$ cat src/rtl/omem_spike_drain_if.sv
// NoC-side packet port and host-side result-read channels of the output-memory endpoint.
interface omem_spike_drain_if #(
  parameter int WIDTH_PACKAGE  = 50,
  parameter int WIDTH_addr     = 12,
  parameter int WIDTH_out_data = 13
);
  logic                      pkt_valid;
  logic                      pkt_ready;
  logic [WIDTH_PACKAGE-1:0]  pkt_data;
  logic                      start_valid;
  logic                      start_ready;
  logic                      hdr_valid;
  logic                      hdr_ready;
  logic [1:0]                hdr_ts;
  logic [1:0]                hdr_layer;
  logic                      spk_valid;
  logic                      spk_ready;
  logic [WIDTH_addr-1:0]     spk_addr;
  logic [WIDTH_out_data-1:0] spk_data;
  logic                      done_valid;
  logic                      done_ready;
  logic                      err_drop;

  modport slave (
    input  pkt_valid, pkt_data, start_ready, hdr_ready, spk_ready, done_ready,
    output pkt_ready, start_valid, hdr_valid, hdr_ts, hdr_layer,
           spk_valid, spk_addr, spk_data, done_valid, err_drop
  );

  modport master (
    output pkt_valid, pkt_data, start_ready, hdr_ready, spk_ready, done_ready,
    input  pkt_ready, start_valid, hdr_valid, hdr_ts, hdr_layer,
           spk_valid, spk_addr, spk_data, done_valid, err_drop
  );
endinterface

$ cat src/rtl/omem_spike_drain.sv
// Output-memory NoC endpoint: collects one spike bitmap per timestep, then drains
// start / (header + spike stream) per timestep / done to the host.
module omem_spike_drain #(
  parameter int WIDTH_PACKAGE  = 50,
  parameter int ADDR_START     = 41,
  parameter int ADDR_END       = 38,
  parameter int OPCODE_START   = 37,
  parameter int OPCODE_END     = 32,
  parameter int DATA_START     = 31,
  parameter int DATA_END       = 0,
  parameter int PE_ID          = 12,
  parameter logic [OPCODE_START-OPCODE_END:0] OP_SPIKE = 6'd5,
  parameter int DEPTH_R        = 21,
  parameter int NUM_TS         = 2,
  parameter int LAYER          = 1,
  parameter int WIDTH_addr     = 12,
  parameter int WIDTH_out_data = 13
) (
  input  logic                clk,
  input  logic                rst_n,
  omem_spike_drain_if.slave   bus
);
  localparam int MAP_N = DEPTH_R * DEPTH_R;
  localparam int AW    = $clog2(MAP_N);
  localparam int CW    = $clog2(MAP_N + 1);
  localparam int TSW   = (NUM_TS > 1) ? $clog2(NUM_TS) : 1;
  localparam int DSTW  = ADDR_START - ADDR_END + 1;
  localparam int OPW   = OPCODE_START - OPCODE_END + 1;
  localparam int PLW   = DATA_START - DATA_END + 1;

  typedef enum logic [2:0] {S_COLLECT, S_START, S_HDR, S_STREAM, S_DONE} state_t;

  state_t                           r_state;
  logic [NUM_TS-1:0][MAP_N-1:0]     r_spk_map;
  logic [NUM_TS-1:0][MAP_N-1:0]     r_wr_map;
  logic [NUM_TS-1:0][CW-1:0]        r_cnt;
  logic                             r_start_valid, r_hdr_valid, r_spk_valid, r_done_valid;
  logic                             r_err_drop;
  logic [1:0]                       r_ts_idx;
  logic [WIDTH_addr-1:0]            r_rd_addr;
  logic                             r_spk_bit;

  // ---------------- packet decode ----------------
  logic [PLW-1:0]        w_payload;
  logic [DSTW-1:0]       w_dest;
  logic [OPW-1:0]        w_op;
  logic [1:0]            w_ts, w_ts_m1;
  logic [WIDTH_addr-1:0] w_addr;
  logic                  w_spike, w_bad, w_hs, w_we, w_drop, w_pkt_ready;
  logic [TSW-1:0]        w_tsi;
  logic [AW-1:0]         w_aidx;
  logic                  w_unused_bits;

  assign w_payload = bus.pkt_data[DATA_START:DATA_END];
  assign w_dest    = bus.pkt_data[ADDR_START:ADDR_END];
  assign w_op      = bus.pkt_data[OPCODE_START:OPCODE_END];
  assign w_ts      = w_payload[30:29];
  assign w_addr    = w_payload[28:17];
  assign w_spike   = w_payload[0];
  assign w_ts_m1   = w_ts - 2'd1;
  assign w_tsi     = w_ts_m1[TSW-1:0];
  assign w_aidx    = w_addr[AW-1:0];
  assign w_unused_bits = &{w_payload[31], w_payload[16:1],
                           bus.pkt_data[WIDTH_PACKAGE-1:ADDR_START+1], w_addr[WIDTH_addr-1:AW]};

  assign w_bad  = (w_dest != DSTW'(PE_ID)) || (w_op != OP_SPIKE) || (w_ts == 2'd0) ||
                  (w_ts > 2'(NUM_TS)) || (w_addr >= WIDTH_addr'(MAP_N));
  assign w_hs   = bus.pkt_valid && w_pkt_ready;
  assign w_we   = w_hs && !w_bad;
  assign w_drop = w_hs && w_bad;

  logic w_all_full;
  always_comb begin
    w_all_full = 1'b1;
    for (int t = 0; t < NUM_TS; t++)
      if (r_cnt[t] != CW'(MAP_N)) w_all_full = 1'b0;
  end

  // Ready drops as soon as the maps are complete, so no packet slips in before START.
  assign w_pkt_ready = (r_state == S_COLLECT) && !w_all_full;

  logic w_clr;
  assign w_clr = r_done_valid && bus.done_ready;

  // ---------------- spike / written maps ----------------
  always_ff @(posedge clk or negedge rst_n) begin
    if (!rst_n) begin
      r_spk_map <= '0;
      r_wr_map  <= '0;
      r_cnt     <= '0;
    end else if (w_clr) begin
      r_spk_map <= '0;
      r_wr_map  <= '0;
      r_cnt     <= '0;
    end else if (w_we) begin
      r_spk_map[w_tsi][w_aidx] <= w_spike;
      if (!r_wr_map[w_tsi][w_aidx]) begin
        r_wr_map[w_tsi][w_aidx] <= 1'b1;
        r_cnt[w_tsi]            <= r_cnt[w_tsi] + CW'(1);
      end
    end
  end

  // ---------------- drain read path ----------------
  logic [1:0]     w_rd_ts_m1;
  logic [TSW-1:0] w_rd_tsi;
  logic [AW-1:0]  w_nxt_aidx;
  logic           w_nxt_bit, w_first_bit;

  assign w_rd_ts_m1  = r_ts_idx - 2'd1;
  assign w_rd_tsi    = w_rd_ts_m1[TSW-1:0];
  assign w_nxt_aidx  = r_rd_addr[AW-1:0] + AW'(1);
  assign w_nxt_bit   = r_spk_map[w_rd_tsi][w_nxt_aidx];
  assign w_first_bit = r_spk_map[w_rd_tsi][0];

  // ---------------- drain FSM ----------------
  always_ff @(posedge clk or negedge rst_n) begin
    if (!rst_n) begin
      r_state       <= S_COLLECT;
      r_start_valid <= 1'b0;
      r_hdr_valid   <= 1'b0;
      r_spk_valid   <= 1'b0;
      r_done_valid  <= 1'b0;
      r_err_drop    <= 1'b0;
      r_ts_idx      <= '0;
      r_rd_addr     <= '0;
      r_spk_bit     <= 1'b0;
    end else begin
      r_err_drop <= w_drop;
      unique case (r_state)
        S_COLLECT: if (w_all_full) begin
          r_start_valid <= 1'b1;
          r_state       <= S_START;
        end
        S_START: if (bus.start_ready) begin
          r_start_valid <= 1'b0;
          r_ts_idx      <= 2'd1;
          r_hdr_valid   <= 1'b1;
          r_state       <= S_HDR;
        end
        S_HDR: if (bus.hdr_ready) begin
          r_hdr_valid <= 1'b0;
          r_rd_addr   <= '0;
          r_spk_bit   <= w_first_bit;
          r_spk_valid <= 1'b1;
          r_state     <= S_STREAM;
        end
        S_STREAM: if (bus.spk_ready) begin
          if (r_rd_addr == WIDTH_addr'(MAP_N - 1)) begin
            r_spk_valid <= 1'b0;
            if (r_ts_idx < 2'(NUM_TS)) begin
              r_ts_idx    <= r_ts_idx + 2'd1;
              r_hdr_valid <= 1'b1;
              r_state     <= S_HDR;
            end else begin
              r_done_valid <= 1'b1;
              r_state      <= S_DONE;
            end
          end else begin
            r_rd_addr <= r_rd_addr + WIDTH_addr'(1);
            r_spk_bit <= w_nxt_bit;
          end
        end
        S_DONE: if (bus.done_ready) begin
          r_done_valid <= 1'b0;
          r_state      <= S_COLLECT;
        end
        default: r_state <= S_COLLECT;
      endcase
    end
  end

  assign bus.pkt_ready   = w_pkt_ready;
  assign bus.start_valid = r_start_valid;
  assign bus.hdr_valid   = r_hdr_valid;
  assign bus.hdr_ts      = r_ts_idx;
  assign bus.hdr_layer   = 2'(LAYER);
  assign bus.spk_valid   = r_spk_valid;
  assign bus.spk_addr    = r_rd_addr;
  assign bus.spk_data    = {{(WIDTH_out_data-1){1'b0}}, r_spk_bit};
  assign bus.done_valid  = r_done_valid;
  assign bus.err_drop    = r_err_drop;
endmodule

$ cat src/flat_wrapper.sv
// flat-port wrapper written by rule: the top's interface ports become plain ports
module omem_spike_drain_flat 
#(
  parameter int WIDTH_PACKAGE  = 50,
  parameter int ADDR_START     = 41,
  parameter int ADDR_END       = 38,
  parameter int OPCODE_START   = 37,
  parameter int OPCODE_END     = 32,
  parameter int DATA_START     = 31,
  parameter int DATA_END       = 0,
  parameter int PE_ID          = 12,
  parameter logic [OPCODE_START-OPCODE_END:0] OP_SPIKE = 6'd5,
  parameter int DEPTH_R        = 21,
  parameter int NUM_TS         = 2,
  parameter int LAYER          = 1,
  parameter int WIDTH_addr     = 12,
  parameter int WIDTH_out_data = 13
)
  (clk, rst_n, bus_pkt_valid, bus_pkt_data, bus_start_ready, bus_hdr_ready, bus_spk_ready, bus_done_ready, bus_pkt_ready, bus_start_valid, bus_hdr_valid, bus_hdr_ts, bus_hdr_layer, bus_spk_valid, bus_spk_addr, bus_spk_data, bus_done_valid, bus_err_drop);
  omem_spike_drain_if #(.WIDTH_PACKAGE(WIDTH_PACKAGE), .WIDTH_addr(WIDTH_addr), .WIDTH_out_data(WIDTH_out_data)) bus_i ();
  input  logic clk;
  input  logic rst_n;
  input wire logic [$bits(bus_i.pkt_valid)-1:0] bus_pkt_valid;
  input wire logic [$bits(bus_i.pkt_data)-1:0] bus_pkt_data;
  input wire logic [$bits(bus_i.start_ready)-1:0] bus_start_ready;
  input wire logic [$bits(bus_i.hdr_ready)-1:0] bus_hdr_ready;
  input wire logic [$bits(bus_i.spk_ready)-1:0] bus_spk_ready;
  input wire logic [$bits(bus_i.done_ready)-1:0] bus_done_ready;
  output wire logic [$bits(bus_i.pkt_ready)-1:0] bus_pkt_ready;
  output wire logic [$bits(bus_i.start_valid)-1:0] bus_start_valid;
  output wire logic [$bits(bus_i.hdr_valid)-1:0] bus_hdr_valid;
  output wire logic [$bits(bus_i.hdr_ts)-1:0] bus_hdr_ts;
  output wire logic [$bits(bus_i.hdr_layer)-1:0] bus_hdr_layer;
  output wire logic [$bits(bus_i.spk_valid)-1:0] bus_spk_valid;
  output wire logic [$bits(bus_i.spk_addr)-1:0] bus_spk_addr;
  output wire logic [$bits(bus_i.spk_data)-1:0] bus_spk_data;
  output wire logic [$bits(bus_i.done_valid)-1:0] bus_done_valid;
  output wire logic [$bits(bus_i.err_drop)-1:0] bus_err_drop;
  assign bus_i.pkt_valid = bus_pkt_valid;
  assign bus_i.pkt_data = bus_pkt_data;
  assign bus_i.start_ready = bus_start_ready;
  assign bus_i.hdr_ready = bus_hdr_ready;
  assign bus_i.spk_ready = bus_spk_ready;
  assign bus_i.done_ready = bus_done_ready;
  assign bus_pkt_ready = bus_i.pkt_ready;
  assign bus_start_valid = bus_i.start_valid;
  assign bus_hdr_valid = bus_i.hdr_valid;
  assign bus_hdr_ts = bus_i.hdr_ts;
  assign bus_hdr_layer = bus_i.hdr_layer;
  assign bus_spk_valid = bus_i.spk_valid;
  assign bus_spk_addr = bus_i.spk_addr;
  assign bus_spk_data = bus_i.spk_data;
  assign bus_done_valid = bus_i.done_valid;
  assign bus_err_drop = bus_i.err_drop;
  omem_spike_drain #(.WIDTH_PACKAGE(WIDTH_PACKAGE), .ADDR_START(ADDR_START), .ADDR_END(ADDR_END), .OPCODE_START(OPCODE_START), .OPCODE_END(OPCODE_END), .DATA_START(DATA_START), .DATA_END(DATA_END), .PE_ID(PE_ID), .OP_SPIKE(OP_SPIKE), .DEPTH_R(DEPTH_R), .NUM_TS(NUM_TS), .LAYER(LAYER), .WIDTH_addr(WIDTH_addr), .WIDTH_out_data(WIDTH_out_data)) u_core (.clk(clk), .rst_n(rst_n), .bus(bus_i));
endmodule
$ cat config.mk
export PLATFORM = sky130hd
export DESIGN_NAME = omem_spike_drain_flat
export DESIGN_NICKNAME = d
export VERILOG_FILES = /design/src/rtl/omem_spike_drain_if.sv /design/src/rtl/omem_spike_drain.sv /design/src/flat_wrapper.sv
export SDC_FILE = /design/constraint.sdc
export NUM_CORES = 2
export LEC_CHECK = 0
export CAP_MARGIN = 20
export CORE_MARGIN = 8
export CORE_UTILIZATION = 26
export DETAILED_ROUTE_END_ITERATION = 12
export GPL_TIMING_DRIVEN = 0
export PLACE_DENSITY = 0.37
export SLEW_MARGIN = 20
export SYNTH_ARGS = -nofsm -noshare
export SYNTH_HDL_FRONTEND = slang
export SYNTH_SLANG_ARGS = --single-unit
$ cat constraint.sdc
create_clock -name clk -period 4.9 [get_ports clk]
set_clock_uncertainty 0.2 [all_clocks]
set_input_delay 1.47 -clock clk [delete_from_list [all_inputs] [get_ports clk]]
set_output_delay 1.47 -clock clk [all_outputs]
set_load 0.01 [all_outputs]
; Yosys cells after proc, flatten, opt, wreduce, memory -nomap -nowiden
; Cells that the tools add are included.
[word_totals]
reg_bits = 1805
inputBits = 57
output_inout_bits = 35
wordCells = 146
[classes]
addsub = 6
magnitude_cmp = 9
n_eq_ne = 19
n_mux = 67
bitwise_logic = 1
reduce_logical = 29
[op_table]
columns = operator, n
row1 = two-way mux 882 bit, 5
row2 = two-way mux 441 bit, 5
row3 = bitwise mux 882 bit, 1
row4 = bitwise OR 882 bit, 1
row5 = demux 441 bit (select 1 bit), 1
row6 = two-way mux 18 bit, 3
row7 = two-way mux 12 bit, 3
row8 = two-way mux 9 bit, 3
row9 = one-hot mux 12 bit (2 select lines), 1
row10 = two-way mux 1 bit, 22
row11 = two-way mux 3 bit, 7
row12 = "less-than comparator 9 x 10 -> 1 bit, second input constant", 2
row13 = "adder 9 x 1 -> 9 bit, second input constant", 2
row14 = binary-select mux 1 bit (select 9 bit), 2
row15 = bitwise mux 18 bit, 1
row16 = "inequality test 9 bit, second input constant", 2
row17 = one-hot mux 3 bit (5 select lines), 1
row18 = "adder 12 x 1 -> 12 bit, second input constant", 1
row19 = "== test 12 x 9 -> 1 bit, second input constant", 1
row20 = "greater-or-equal comparator 12 x 9 -> 1 bit, second input constant", 1
row21 = "inequality test 2 bit, second input constant", 6
row22 = AND reduction 6 bit, 2
row23 = AND reduction 5 bit, 2
row24 = nonzero test 2 bit, 5
row25 = 28 further kinds, 51

; Logic depth before layout (Yosys ltp)
[depth]
depth_word = 10
depth_mapped = 18
mapped_depth_nobuf = 11

; Least setup slack after synthesis
; OpenSTA, ideal clock, no wires.
[synth_path]
path_kind = in2reg
from = input bus_pkt_data[29]
to = register u_core.r_cnt[17] in the netlist's numbering
setup_time_ps = 79
arrival_ps = 4675
required_time_ps = 4621
path_slack_ps = -55
stages = 18
path_cell_list = buf_4 -> buf_6 -> buf_6 -> buf_4 -> buf_6 -> buf_2 -> buf_2 -> clkbuf_1 -> buf_2 -> mux2i_1 -> inv_1 -> ha_1 -> inv_1 -> nor3_1 -> and3_1 -> a2bb2oi_1 -> and3_1 -> mux2i_1
[synth_between]
elab_chain_cells = 9
[synth_rtl]
columns = item, line_no
row1 = "start, declared", flat_wrapper.sv:24  ; input wire logic [$bits(bus_i.pkt_data)-1:0] bus_pkt_data;
row2 = "parallel branches: the longest is 9 deep, another holds subtractor 1 bit", n/a
row3 = "end signal, assigned by index", omem_spike_drain.sv:99  ; r_cnt[w_tsi] <= r_cnt[w_tsi] + CW'(1);
row4 = "end, declared", omem_spike_drain.sv:36  ; logic [NUM_TS-1:0][CW-1:0] r_cnt;
; Several ways; the timed one is not identified. The select of a mux whose other input is x is not followed.
; A chain may end at the register's enable or synchronous reset.

; Worst setup path in the final report
[layout_path]
from = register u_core.r_rd_addr[0] (netlist: u_core.bus.spk_addr[0])
to = register u_core.r_spk_bit
[layout_between]
elab_chain_cells = 6
[layout_rtl]
columns = item, line_no
row1 = "start, declared", omem_spike_drain.sv:40  ; logic [WIDTH_addr-1:0] r_rd_addr;
row2 = "start signal, assigned", omem_spike_drain.sv:160  ; r_rd_addr <= r_rd_addr + WIDTH_addr'(1);
row3 = adder 9 x 1 -> 9 bit, omem_spike_drain.sv:112  ; assign w_nxt_aidx = r_rd_addr[AW-1:0] + AW'(1);
row4 = binary-select mux 1 bit (select 9 bit), omem_spike_drain.sv:113  ; assign w_nxt_bit = r_spk_map[w_rd_tsi][w_nxt_aidx];
row5 = two-way mux 1 bit (not written as such), omem_spike_drain.sv:113
row6 = two-way mux 1 bit, omem_spike_drain.sv:149  ; if (r_rd_addr == WIDTH_addr'(MAP_N - 1)) begin
row7 = two-way mux 1 bit, omem_spike_drain.sv:148  ; S_STREAM: if (bus.spk_ready) begin
row8 = one-hot mux 1 bit (2 select lines), omem_spike_drain.sv:130  ; unique case (r_state)
row9 = "end signal, assigned", omem_spike_drain.sv:144  ; r_spk_bit <= w_first_bit;
row10 = "end signal, assigned", omem_spike_drain.sv:161  ; r_spk_bit <= w_nxt_bit;
row11 = "end, declared", omem_spike_drain.sv:41  ; logic r_spk_bit;
; Parallel ways exist; a longest one is shown, timed or not. The select of a mux whose other input is x is not followed.

==> summary.txt <==
Timing
  – Final setup vio count: 3
  – Unrepaired setup endpoints after global routing: true
  – Final WS setup: -0.202 ns
  – Final clock period utilization by the worst path: 1.04
  – Hold Violations, Final: 0
  – Max-slew violation count: 0
  – Worst rel slew slack: 0.0837
  – Fin crit period: a little over 5 ns
  – Slew @ Worst Pin: 1.37 ns
  – Fmax: just under 0.2 GHz

GRT
  – Total track usage: 0.274
  – Initial antenna violation count: just over 60
  – Pin count of the biggest net entering global routing: around 140
  – First-pass GRT wire length: between 600 and 700 mm
  – GRT overflow: 0
  – Number of global-route vias before repair: between 70,000 and 80,000

Power and ir drop
  – Clock power frac: 0.504
  – Internal power: approximately 25,000 uW
  – Total power draw: roughly 34,000 uW
  – Sw Pwr: between 8000 and 9000 uW
  – Logic pwr share: 0.061
  – Peak VDD IR: around 300 uV
  – PD cells: between 300 and 400 nW/um^2
  – Sequential power share: 0.435
  – Switching power as a share of total power: 0.261
  – P_leak: around 0.045 uW

Logic synthesis
  – Cell count after synthesis: slightly below 9,000
  – Post-synthesis adder-cell area fraction: 0.000426
  – XOR/XNOR Fraction of Synth Area: 0.00119
  – Async set or reset register ratio after synthesis: 1.00
  – Synth area leader: dfrtp_1
  – Synthesized area per cell: approximately 10 sq um
  – Multiplexer share of the synthesized area: 0.130
  – Largest family of logic cells by synthesized area: compound AO/OA/AOI/OAI gates
  – Synth Area in Compound Gates: 0.183
  – Synth cell count leaders: dfrtp_1 (1,805), a21oi_1 (1,282), o21ai_0 (1,198)
  – Synth cell types: 73
  – Synth top area cells: dfrtp_1 (51%), mux4_2 (9.8%), a21oi_1 (7.3%)
  – Most common cell in the synthesized netlist: dfrtp_1
  – Synth Cell Area: between 80,000 and 90,000 sq um
  – Sequential share of the synthesized area: 0.513
  – Most used DFF post-synth: dfrtp_1
  – Post-synth EDFFs: 0
  – Synthesized flop and latch total: approximately 1,800
  – Synth Area in Simple Gates: 0.123
  – Yosys warns: 0
  – Yosys top cell area share: 0.513

Status
  – Failing checks: negative setup slack
  – Outcome: finished, violations left

Worst setup path
  – CP max stage cell: clkbuf_2
  – Crit path capture: u_core.r_spk_bit
  – CP Launch Type: flip-flop
  – Crit path capture type: flip-flop
  – Critical Path Most Common Cell: clkbuf_2
  – Max incr delay on CP: 0.61 ns
  – R2r worst-path depth: 12
  – CP Data Required Time: 5.53 ns
  – Crit Path Max Fanout: 10
  – RR Endpoint: u_core.r_spk_bit
  – Critical path origin: u_core.bus.spk_addr[0]
  – Crit path kind: flip-flop to flip-flop
  – Critical R2R Launch: u_core.bus.spk_addr[0]
  – Slack of the worst reg-to-reg path: -0.20 ns
  – Crit path DAT: approximately 5.7 ns
  – Crit path cell chain: clkbuf_8, clkbuf_2, buf_4, nand3_1, xor2_4, clkbuf_2, clkbuf_4, a211oi_1, a21oi_2, a31oi_1, and3b_1, o32ai_1

Min path
  – Hold WC Path Type: input port to async pin

Layout
  – Final Non-Filler Cells: approximately 14,000
  – Layout cells sized above 1: 0.177
  – Area grow syn2layout: 21.0%
  – FILL cells: 34,800
  – Fin util: 0.316
  – Finished Cell Area: between 100,000 and 150,000 sq um
  – Fin nets: a little over 9,000

Clocking
  – H-tree levels: 4
  – TritonCTS Sinks: 1,805
  – CTS root buf: clkbuf_16
  – Clock-pin slew on the worst setup and hold paths: approximately 0.060 ns
  – Cts bufs inserted: ~220
  – Clk buf depth: 4
  – Cts hold-fix bufs: 0
  – Worst-Skew Late Latency: roughly 0.95 ns
  – CTS tree: yes

Detailed routing
  – Final WL: 507 mm
  – Wire per inst: about 36 um
  – DR vias: 81,700
  – Iter 0 DRT Violations: 10,300
  – # DRC: 0
  – Routed Antenna Nets: 0
  – Vias per inst: ~5.9
  – Drt pass-1 iters: 6

Floorplan
  – I/O pin cnt: around 90
  – DIE AREA: 358,000 sq um
  – Die Wd: roughly 600 um
  – Initial Utilization: 0.261
  – Die H: 598 um
  – Cell Rows: around 210
  – Core Footprint: between 300,000 and 400,000 sq um

Placed design
  – GP Congestion: between 0.8 and 0.9
  – # port buffers: 48
  – Post-detail-place hpwl: 338 mm
  – Placed cell area: just under 100,000 sq um
  – Inst Count DP: roughly 13,000

Job
  – Max cap viols: 0
area by class of cell:
type	instances	area, sq um	share of cell area
plain buffers	1043	5460	0.0513
well taps	4515	5650	0.0530
inverters	17	77.6	0.000728
diodes	26	65.1	0.000610
flip-flops and latches	1805	45200	0.424
multi-input cells	5930	40000	0.375
repair buffers	177	2790	0.0262
clock buffers	332	6550	0.0614
clock inverters	71	826	0.00775
power groups by stage:
stage               clock, uW  combinational [uW]  sequential (uW)
finish                  17300                2090            14900
global route            18000                2150            14900
CTS                     17500                2030            14900
detailed placement          0                1920            15200
global placement            0                1680            15300
floorplan                   0                 650            15200
per-layer routing:
layer,track usage,part of all wire,up-vias
met5,0,0.00023,-
met4,0.146,0.061,16
met3,0.0629,0.089,1231
met2,0.416,0.44,4713
met1,0.362,0.41,42800
li1,-,-,33000
worst min path at each step:
stage / slack [ns] / endpoint / depth (start not counted)
after floorplan: 0.24 / u_core.r_wr_map[730] / 2
after detailed placement: 0.27 / u_core.r_wr_map[804] / 2
after global placement: 0.26 / u_core.r_wr_map[824] / 2
after CTS: 0.15 / u_core.r_spk_map[472] / 1
final: 0.21 / u_core.r_spk_map[42] / 1
after global routing: 0.21 / u_core.r_spk_map[42] / 1
flip-flops by register name, summed over array words and instances (netlist names), 2 cells and up:
register / flops
u_core.r_state: 3
u_core.bus.spk_addr: 12
u_core.r_cnt: 18
u_core.r_spk_map: 882
u_core.r_wr_map: 882
u_core.bus.hdr_ts: 2
critical path: cells and delay by family, from the launching register on:
kind	cells	cell delay [ns]
AND/OR/NAND/NOR	2	0.53
flip-flops	1	0.39
AO/OA/AOI/OAI	4	0.76
buffers and inverters	5	2.48
XOR/XNOR	1	0.56
per-stage QoR:
step                      hold slack [ns]  setup WS, ns  setup TNS, ns
after floorplan                     0.245        0.0346              0
after global placement              0.256        -85.89              -
after detailed placement            0.268         -4.13       -5220.10
after CTS                           0.151       -0.0895         -0.191
after global routing                0.210       -0.0908         -0.235
final                               0.208        -0.202         -0.220
logic make-up after synthesis:
group           after synthesis
compound gates             2958
simple gates               2280
flops                      1805
buf+inv                    1066
mux                         662
xor+xnor                     12
fa+ha+maj                     3
other cells                   2
layout by cell type, fill, tap and decap left out, types with 257 or more instances in the layout:
cell type	n
nand2_1	433
mux2i_1	257
mux4_2	384
a21oi_1	1277
o21ai_0	1196
dfrtp_1	1805
clkbuf_2	286
clkbuf_1	546
nor2_1	449
nand3_1	916
what timing repair did:
item                                     CTS  global route
setup buffers                             22            13
pin swaps                                 20            18
resized for setup                        504           166
endpoints found under the setup margin  1804          1172
hold endpoints to repair                   0             0
cloned                                     0             1
Note: power is estimated with default switching activity, not from simulation.
